[src/rtl/mask_arb.sv]
// mask_arb: round-robin sharing of one wrap-aware byte-mask calculator among three requesters.
module mask_arb #(
  parameter int NB = 8,
  parameter int AW = 3
) (
  input  logic          clk,
  input  logic          reset,
  input  logic [2:0]    req_valid,
  output logic [2:0]    req_ready,
  input  logic [3*AW-1:0] req_strt,
  input  logic [3*AW-1:0] req_end,
  output logic          rsp_valid,
  input  logic          rsp_ready,
  output logic [1:0]    rsp_id,
  output logic [NB-1:0] rsp_mask,
  output logic          busy
);
  typedef enum logic [1:0] {IDLE, CALC, HOLD} state_t;
  state_t state;
  logic [1:0] ptr, p1, p2, g, gid;
  logic [AW-1:0] s, e;
  logic [NB-1:0] mask_n;
  assign p1 = (ptr == 2'd2) ? 2'd0 : ptr + 2'd1;
  assign p2 = (ptr == 2'd0) ? 2'd2 : ptr - 2'd1;
  assign g  = req_valid[ptr] ? ptr : req_valid[p1] ? p1 : p2;
  assign req_ready = (state == IDLE && |req_valid && !reset) ? (3'b001 << g) : 3'b000;
  assign busy = (state != IDLE);
  // s > e selects the wrap-around span covering both ends of the lane range
  always_comb begin
    mask_n = '0;
    for (int i = 0; i < NB; i++)
      mask_n[i] = (s <= e) ? (AW'(i) >= s && AW'(i) <= e) : (AW'(i) >= s || AW'(i) <= e);
  end
  always_ff @(posedge clk or posedge reset) begin
    if (reset) begin
      state     <= IDLE;
      ptr       <= 2'd0;
      gid       <= 2'd0;
      s         <= '0;
      e         <= '0;
      rsp_valid <= 1'b0;
      rsp_id    <= 2'd0;
      rsp_mask  <= '0;
    end else begin
      case (state)
        IDLE: if (|req_valid) begin
          s     <= req_strt[AW*g +: AW];
          e     <= req_end[AW*g +: AW];
          gid   <= g;
          ptr   <= (g == 2'd2) ? 2'd0 : g + 2'd1;
          state <= CALC;
        end
        CALC: begin
          rsp_mask  <= mask_n;
          rsp_id    <= gid;
          rsp_valid <= 1'b1;
          state     <= HOLD;
        end
        HOLD: if (rsp_ready) begin
          rsp_valid <= 1'b0;
          state     <= IDLE;
        end
        default: state <= IDLE;
      endcase
    end
  end
endmodule
[config.mk]
export PLATFORM = sky130hd
export DESIGN_NAME = mask_arb
export DESIGN_NICKNAME = d
export VERILOG_FILES = /design/src/rtl/mask_arb.sv
export SDC_FILE = /design/constraint.sdc
export NUM_CORES = 1
export LEC_CHECK = 0
export BUFFER_PORTS_ARGS = -buffer_cell sky130_fd_sc_hd__buf_2
export CAP_MARGIN = 20
export CORE_MARGIN = 10
export CORE_UTILIZATION = 55
export DETAILED_ROUTE_END_ITERATION = 6
export GPL_ROUTABILITY_DRIVEN = 0
export GPL_TIMING_DRIVEN = 0
export PLACE_DENSITY_LB_ADDON = 0.1
export SKIP_LAST_GASP = 1
export SYNTH_ARGS = -nofsm -noshare
export SYNTH_HDL_FRONTEND = slang
export SYNTH_SLANG_ARGS = --single-unit
[constraint.sdc]
create_clock -name clk -period 3.3 [get_ports clk]
set_input_delay 0.33 -clock clk [delete_from_list [all_inputs] [get_ports clk]]
set_output_delay 0.33 -clock clk [all_outputs]
set_load 0.02 [all_outputs]
; ---- Word-level counts from Yosys, hierarchy flattened
; Index checks and enable logic that the tools add are counted.
[totals]
latchBits = 0
memories = 0
inputBits = 24
rom_bits = 0
word_cells = 90
ramBits = 0
ff_bits = 23
[classes]
bitwise = 0
shifts = 3
n_eq_ne = 6
div_mod_pow = 0
reduce_logical = 27
mux = 23
magnitude_cmp = 19
mul = 1
n_addsub = 3
[op_table]
columns = op, n
row1 = 9-bit by 5-bit variable part select with 3-bit output, 2
row2 = 2-bit 2-to-1 mux, 7
row3 = "3-bit greater-or-equal comparator, first input constant", 4
row4 = "3-bit less-or-equal comparator, first input constant", 4
row5 = 1-bit 2-to-1 mux, 11
row6 = 1-bit logical AND, 10
row7 = 1-bit logical OR, 8
row8 = "2-bit equality test, second input constant", 3
row9 = "1-bit by 3-bit greater-or-equal comparator with 1-bit output, first input constant", 2
row10 = "2-bit by 3-bit greater-or-equal comparator with 1-bit output, first input constant", 2
row11 = "1-bit by 3-bit less-or-equal comparator with 1-bit output, first input constant", 2
row12 = "2-bit by 3-bit less-or-equal comparator with 1-bit output, first input constant", 2
row13 = "2-bit by 3-bit < comparator with 1-bit output, second input constant", 2
row14 = 2-bit one-hot mux with 3 select lines, 1
row15 = 2-bit AND reduction, 3
row16 = "2-bit by 1-bit adder with 2-bit output, second input constant", 2
row17 = 1-bit binary-select mux with 2-bit select, 2
row18 = 2-bit zero test, 2
row19 = "2-bit by 2-bit multiplier with 4-bit output, first input constant", 1
row20 = 2-bit nonzero test, 2
row21 = 3-bit less-or-equal comparator, 1
row22 = 3-bit 2-to-1 mux, 1
row23 = 3-bit OR reduction, 1
row24 = "1-bit by 2-bit left shift with 3-bit output, first input constant", 1
row25 = other kinds (6), 6

; ---- Logic depth before layout (Yosys ltp)
; Gate-level depths: netlist of run 1.
[logic_depth]
depth_word = 8
mapped_depth = 8
ltp_nobuf = 7

; ---- Worst setup path after synthesis of run 1
; Ideal clock, no wire load.
[synth_path]
path_kind = reg2out
startpoint = register ptr[0]
endpoint = output port req_ready[0]
path_stages_with_launch = 9
required_time_ns = 2.970
n_path_buf = 1
arrival_time_ns = 1.929
slack_ns = 1.041
path_cell_list = dfrtp_1 -> inv_1 -> ha_1 -> mux2i_1 -> o21bai_2 -> a21oi_1 -> or3_1 -> buf_2 -> nor3b_2
[synth_between]
elab_chain_cells = 8
word_cells_on_any_way = 14
cone_classes = add/sub (2) / eq/ne (1) / shift (1) / mux (9) / reduce/logical (1)
[synth_rtl]
columns = element, line
row1 = from (decl), 20  ; logic [1:0] ptr, p1, p2, g, gid;
row2 = from (signal assigned), 50  ; ptr <= (g == 2'd2) ? 2'd0 : g + 2'd1;
row3 = 2-bit by 1-bit adder with 2-bit output or 2-bit equality test (tied branches), 23  ; assign p1 = (ptr == 2'd2) ? 2'd0 : ptr + 2'd1;
row4 = 2-bit 2-to-1 mux, 23
row5 = 1-bit binary-select mux with 2-bit select, 25  ; assign g = req_valid[ptr] ? ptr : req_valid[p1] ? p1 : p2;
row6 = 1-bit 2-to-1 mux (not written as such), 25
row7 = 2-bit 2-to-1 mux, 25
row8 = 2-bit 2-to-1 mux *, 25
row9 = 1-bit by 2-bit left shift with 3-bit output *, 26  ; assign req_ready = (state == IDLE && |req_valid && !reset) ? (3'b001 << g) : 3'b000;
row10 = 3-bit 2-to-1 mux *, 26
row11 = to (decl), 9  ; output logic [2:0] req_ready,
; Every way passes the cells marked *; elsewhere a longest branch is shown, timed or not. The select of a mux whose other input is x is not followed.

; ---- Final worst setup path of run 1
[layout_path]
startpoint = register ptr[0]
endpoint = output port req_ready[2]
; Same word-level chain as after synthesis.

==> impl_results.md, run 1 <==
* Outcome: finished clean
* Yosys top cell area share at ~40%
* Distinct cells, synth at 42
* R2R Setup Slk at approximately 1100 ps
* Number of flops mapped to enable cells by yosys at 0
* Commonest non-fill, non-tap cell in the layout: buf_2
* Area of the multi-input gates at 788 um^2
* Synth Register Bits at 23
* Layout cells sized above 1 at 27.2%
* Area Growth Syn to Fin at 17.7%
* # DRC at 0
* DIE HEIGHT at roughly 71 um
* Fmax at 352 MHz
* Final nets at about 220
* Cell-internal power at 0.950 mW
* FF/Latch Area at approximately 580 um^2
* Num CTS Buffers at 3
* Critical path peak fanout at 7
* FF-to-FF path depth at 8
* Post-detailed-route via-to-cell ratio at 5.74
* Slew Viols, Final at 0
* Synthesized Nets at 180
* Global-route wire length before repair at 5800 um
* CTS max path bufs at 2
* Worst R2R End: rsp_mask[3]
* Area of placed instances at ~1700 um^2
* CTS HTree Levels at 1
* Row count at 18
* Reg-to-reg critical path startpoint: e[1]
* YS warnings at 0
* GRT overflow at 0
* Post-CTS resize count at 0
* Largest cells by area after synthesis: dfrtp_1 (40%), ha_1 (6.1%), mux2i_1 (5.6%), a32oi_1 (4.3%), o21ai_0 (4.2%)
* Port-buffer cells at 38
* Top_reg_cell synth: dfrtp_1
* CP top delay family: compound AO/OA/AOI/OAI gates
* Top Metal Used: met4
* Post-CTS Setup Inserts at 0
* Crit path DAT at between 2000 and 3000 ps
* Peak supply drop at roughly 0.00066 V
* Clock Latency Late Sink at roughly 320 ps
* Cells along the critical path: inv_1, ha_1, mux2i_1, o21bai_2, a211oi_2, and3_1, buf_2
* Core area at 2480 um^2
* Max incr delay on CP at 450 ps
* Antenna violations before repair at 0
* Final core occ at between 60% and 70%
* Filler cells at roughly 210
* Relative slew slack at between 40 and 50%
* Drt pass-1 iters at 4
* WS Path Type: register to output pin
* Sequential-to-total area share from yosys stat at between 40% and 50%
* Mean post-synth cell area at 9.64 um^2
* PwrDens at about 1100 nW/um^2
* Hold Vio Cnt, Final at 0
* Flop pwr share at between 20% and 30%
* Slowest stage cell, crit path: dfrtp_1
* I/O pin total at 39
* Met3 WL post-DR at ~330 um
* Total Wirelength at 3370 um
* Setup crit end kind: output pin
* M1 wire length at roughly 1500 um
* Min-delay worst type: primary input to asynchronous set/reset pin
* Clock sink count at 23
* Post-synth top area cell: dfrtp_1
* RSZ-0062 raised after global routing: false
* Worst-path clk slew at about 130 ps
* Switching power at ~0.9 mW
* Minimum clock period at 2840 ps
* Final setup TNS at 0 ps
* DP HPWL at about 2700 um
* Starting Density at 58.0%
* Syn Inst Count at 149
* CP startpoint kind: register
* Chip width at just over 70 um
* Clk pwr share at under 10%
* Vias in the first global route at approximately 1,300
* Clock skew at about 5.4 ps
* Final total power at between 1.5 and 2 mW
* Root Buffer: clkbuf_4
* Combinational share of power at between 60% and 70%
* Final hold slack at slightly below 200 ps
* Final setup viols at 0
* Final ANT Viol Nets at 0
* Lkg Pwr at slightly above 0.8 nW
* Synthesized area at about 1400 um^2
* DR WL met2 at 1480 um
* Period utilization at a little under nine tenths
* GRT Total Usage at around an eighth
* Sw Share at about half
* WP data required at 2970 ps
* Max-cap violations at 0
* CTS Hold Buffers Added at 0
* DRT iter0 DRCs at 66
* CTS tree: built
* Die area at around 5100 um^2
* Most frequent cells in the layout: buf_2 (39), dfrtp_1 (23), nand2_1 (14)
* WL/cell at about 15 um
* Largest net degree at the start of global routing at 25
* Worst path bufs/invs at 2
* Ant. Diodes at 0
* Final instance area at 1690 um^2
* Vias at ~1,300
* Slew @ Worst Pin at roughly 860 ps
* Post-synth ARST share at between 90% and 100%
[how the worst max path moves through the flow]
stage                     startpoint            to  slack, ps  cells after the start
after floorplan               ptr[0]  req_ready[0]       1040                      8
after global placement        ptr[0]  req_ready[0]        930                      9
after detailed placement      ptr[0]  req_ready[0]        850                      7
after CTS                     ptr[0]  req_ready[0]        470                      9
after global routing          ptr[0]  req_ready[2]        220                      7
final                         ptr[0]  req_ready[2]        460                      7
[power groups by stage]
stage                     Combinational (mW)  Clock, mW  Sequential (mW)
final                                   1.18      0.136            0.523
after detailed placement                1.18          0            0.528
after global routing                    1.31      0.146            0.542
after floorplan                        0.822          0            0.585
after global placement                  1.13          0            0.519
after CTS                               1.19      0.135            0.522
[cell families (layout without fill, tap and decap cells)]
group                      count (synthesis)  count (layout)  share of synthesized area, %
muxes                                     10              10                          7.14
adders and majority gates                 12              12                          9.58
AOI/OAI and AO/OA                         48              48                          23.7
buffers and inverters                     19              61                          5.05
DFF                                       23              23                          40.1
and+or+nand+nor                           37              37                          14.5
[cells in the mapped netlist (5+ instances only)]
master and n:
dfrtp_1 23, nand2_1 14, inv_1 13, o21ai_0 12
mux2i_1 8, o21ai_1 8, a32oi_1 7, ha_1 7
a21oi_1 6, nor2_1 6, clkbuf_1 5, maj3_1 5
[layout make-up]
cell class,instances,share of cell area (%)
Inverter,13,2.89
Clock buffer,4,1.55
Tap cell,30,2.22
Multi-Input combinational cell,107,46.6
Buffer,6,1.41
Sequential cell,23,34.0
Timing Repair Buffer,38,11.3
[through the flow]
stage	std cells	setup WS, ps
floorplan	149	1040
global placement	217	934
detailed placement	217	849
CTS	221	473
global route	221	221
finish	221	457
[flip-flops by register name, indices dropped and copies added, names as in the netlist]
register   count
rsp_mask       8
rsp_id         2
gid            2
rsp_valid      1
state          2
e              3
ptr            2
s              3
[layer usage]
layer	up-vias	global-route usage, %
met5	-	0
met3	5	4.74
met2	59	22.1
li1	624	-
met1	580	15.9
met4	0	3.87
(Power assumes the default switching activity.)
==> inputs of run 2 (changes only) <==
Settings changed: ABC_AREA set to 1, CTS_CLUSTER_SIZE set to 28.
==> run 2 against run 1 <==
Against the previous run:
- register-to-register slack gained 130 ps
- cell count grew 33%
- clock-buffer cell count shrank 1
- global-route usage grew 0.65 points
- non-clock buffer count shrank 4
- largest power group unchanged
==> impl_results.md, run 2 <==
* Outcome: finished clean (unchanged)
* Commonest non-fill, non-tap cell in the layout: buf_2 (unchanged)
* Peak supply drop at 0.000689 V (was 0.000659 V)
* Post-detailed-route via-to-cell ratio at 5.04 (was 5.74)
* CTS HTree Levels at 1 (unchanged)
* Clk pwr share at 6.2% (was 7.4%)
* RSZ-0062 raised after global routing: false (unchanged)
* Vias at 1,483 (was 1,268)
* Flop pwr share at 26.0% (was 28.4%)
* Count leader, synth: nand2_1 (was dfrtp_1)
* Synthesized Nets at 252 (was 180)
* Number of flip-flops under the largest register name at 8 (unchanged)
* Clock sink count at 23 (unchanged)
* Post-synth ARST share at 100% (unchanged)
* Relative slew slack at 42.8% (was 42.4%)
* Syn Inst Count at 221 (was 149)
* Ant. Diodes at 0 (unchanged)
* YS warnings at 0 (unchanged)
* Yosys top cell area share at 35.7% (was 40.1%)
* Filler cells at 263 (was 211)
* Final core occ at 67.3% (was 68.2%)
* WP data required at 2970 ps (about the same)
* Largest net degree at the start of global routing at 25 (unchanged)
* CTS tree: built (unchanged)
* Fin cells at 294 (was 221)
* Number of flops mapped to enable cells by yosys at 0 (unchanged)
* Slew @ Worst Pin at 857 ps (was 863 ps)
* Synth Register Bits at 23 (unchanged)
* Top_reg_cell synth: dfrtp_1 (unchanged)
* CTS max path bufs at 2 (unchanged)
* DP HPWL at 2900 um (was 2740 um)
* Port-buffer cells at 38 (unchanged)
* Max-cap violations at 0 (unchanged)
* Crit path DAT at 2450 ps (was 2510 ps)
* Num CTS Buffers at 3 (unchanged)
* Most frequent cells in the layout: buf_2 (39), nand2_1 (36), inv_1 (35) (was buf_2 (39), dfrtp_1 (23), nand2_1 (14))
* Global-route wire length before repair at 6380 um (was 5800 um)
* Final total power at 2.05 mW (was 1.84 mW)
* Clock skew at 0.491 ps (was 5.38 ps)
* Synthesized area at 1610 um^2 (was 1440 um^2)
* DIE HEIGHT at 74.2 um (was 71.1 um)
* WL/cell at 11.7 um (was 15.3 um)
* Sw Share at 53.9% (was 48.4%)
* Dpl cells at 290 (was 217)
* Hold Vio Cnt, Final at 0 (unchanged)
* Minimum clock period at 2780 ps (was 2840 ps)
* PwrDens at 1090 nW/um^2 (about the same)
* Final nets at 295 (was 223)
* DRT iter0 DRCs at 112 (was 66)
* Final ANT Viol Nets at 0 (unchanged)
* Final setup TNS at 0 ps (unchanged)
* Distinct cells, synth at 25 (was 42)
* Drt pass-1 iters at 4 (unchanged)
* Largest cells by area after synthesis: dfrtp_1 (36%), nand3_1 (10%), nand2_1 (8.4%), inv_1 (8.1%), nor2_1 (6.0%) (was dfrtp_1 (40%), ha_1 (6.1%), mux2i_1 (5.6%), a32oi_1 (4.3%), o21ai_0 (4.2%))
* Row count at 19 (was 18)
* # DRC at 0 (unchanged)
* Min-delay worst type: primary input to register (was primary input to asynchronous set/reset pin)
* Total Wirelength at 3450 um (was 3370 um)
* Post-CTS resize count at 0 (unchanged)
* GRT Total Usage at 14.0% (was 13.4%)
* Critical path peak fanout at 8 (was 7)
* Lkg Pwr at 1.03 nW (was 0.827 nW)
* Worst-path clk slew at 120 ps (was 130 ps)
* Vias in the first global route at 1,476 (was 1,333)
* Setup crit end kind: output pin (unchanged)
* Biggest register: rsp_mask (unchanged)
* Core area at 2780 um^2 (was 2480 um^2)
* Slew Viols, Final at 0 (unchanged)
* Layout cells sized above 1 at 24.7% (was 27.2%)
* WS Path Type: register to output pin (unchanged)
* Starting Density at 58.0% (about the same)
* Combinational share of power at 67.8% (was 64.2%)
* CTS Hold Buffers Added at 0 (unchanged)
* Most instantiated cells after synthesis: nand2_1 (36), inv_1 (35), nand3_1 (33) (was dfrtp_1 (23), nand2_1 (14), inv_1 (13))
* Period utilization at 84.3% (was 86.1%)
* Mean post-synth cell area at 7.30 um^2 (was 9.64 um^2)
* Fmax at 359 MHz (was 352 MHz)
* Die area at 5500 um^2 (was 5060 um^2)
* Final setup viols at 0 (unchanged)
* Sequential-to-total area share from yosys stat at 35.7% (was 40.1%)
* Chip width at 74.2 um (was 71.1 um)
* Final hold slack at 205 ps (was 196 ps)
* Cell-internal power at 0.944 mW (was 0.950 mW)
* GRT overflow at 0 (unchanged)
* Post-synth top area cell: dfrtp_1 (unchanged)
* Antenna violations before repair at 0 (unchanged)
* Clock Latency Late Sink at 300 ps (was 320 ps)
* CP startpoint kind: register (unchanged)
* I/O pin total at 39 (unchanged)
* Post-CTS Setup Inserts at 0 (unchanged)
* Regs by FF count: rsp_mask: 8 flops, e: 3 flops, s: 3 flops (unchanged)
* Root Buffer: clkbuf_4 (unchanged)
* Area Growth Syn to Fin at 15.9% (was 17.7%)
* Switching power at 1.10 mW (was 0.892 mW)
==> run 2: cell types whose count changed in the layout (fill, tap and decap cells not counted), sizes merged, moves of 5 or more <==
| cell | before | now |
|---|---|---|
| nand3 | 0 | 37 |
| nand2 | 14 | 43 |
| nor2 | 6 | 33 |
| inv | 13 | 37 |
| a21oi | 6 | 17 |
| mux2i | 8 | 0 |
| a32oi | 7 | 1 |
| clkbuf | 9 | 4 |
| maj3 | 5 | 0 |
| o21ai | 20 | 15 |
==> run 2: critical path, stage by stage (launching register included) <==
cell,delay [ps]
dfrtp_1,450
inv_1,310
ha_1,260
inv_1,80
nand2_1,90
nand3_2,80
nand2_1,80
nand3_2,150
a21oi_2,240
nand2_1,80
nor2_1,150
buf_2,180
==> run 2: worst paths after layout <==
check	slack, ps	from	cells after the start	endpoint
max	520	ptr[1]	11	req_ready[0]
min	200	rsp_ready	2	state[1]
max reg2reg	1240	ptr[1]	10	e[2]
min reg2reg	490	rsp_id[0]	2	rsp_id[0]
max in group asynchronous	2570	reset	2	rsp_valid
min in group asynchronous	210	reset	2	e[2]
==> run 2: cell type report <==
class	count	area [um^2]	area share, %
Multi-Input combinational cell	159	891	47.6
Tap cell	31	38.8	2.07
Sequential cell	23	576	30.8
Buffer	2	8.76	0.468
Clock inverter	1	5.00	0.268
Inverter	37	139	7.42
Timing Repair Buffer	38	190	10.2
Clock buffer	3	22.5	1.20
==> run 2: metal layers <==
layer | part of all wire (%) | track usage [%] | wire length [um] | vias to the layer above
met4 | 0.99 | 5.59 | 34 | 0
met1 | 48 | 18.2 | 1640 | 634
met2 | 43 | 21.5 | 1500 | 39
met3 | 8.1 | 3.86 | 280 | 2
met5 | 0 | 0 | 0 | -
li1 | - | - | - | 808
==> run 2: cells by family (layout without fill, tap and decap cells) <==
family                     Yosys count  after routing  share of synthesized area [%]
AOI/OAI and AO/OA                   37             37                           13.0
and+or+nand+nor                    115            115                           36.7
adders and majority gates            7              7                           5.43
DFF                                 23             23                           35.7
buffers and inverters               39             81                           9.15
==> run 2: power groups by stage <==
| stage | Clock [mW] | Sequential, mW | Combinational, mW |
|---|---|---|---|
| after detailed placement | 0 | 0.541 | 1.40 |
| final | 0.127 | 0.532 | 1.39 |
| after global routing | 0.143 | 0.559 | 1.61 |
| after floorplan | 0 | 0.603 | 1.01 |
| after global placement | 0 | 0.533 | 1.38 |
| after CTS | 0.132 | 0.535 | 1.40 |
==> run 2: per-stage QoR <==
step           worst slack, ps  area, um^2
2_1_floorplan              897        1610
3_3_place_gp               909        1840
3_5_place_dp               902        1840
4_1_cts                    523        1870
5_1_grt                    310        1870
6_report                   517        1870
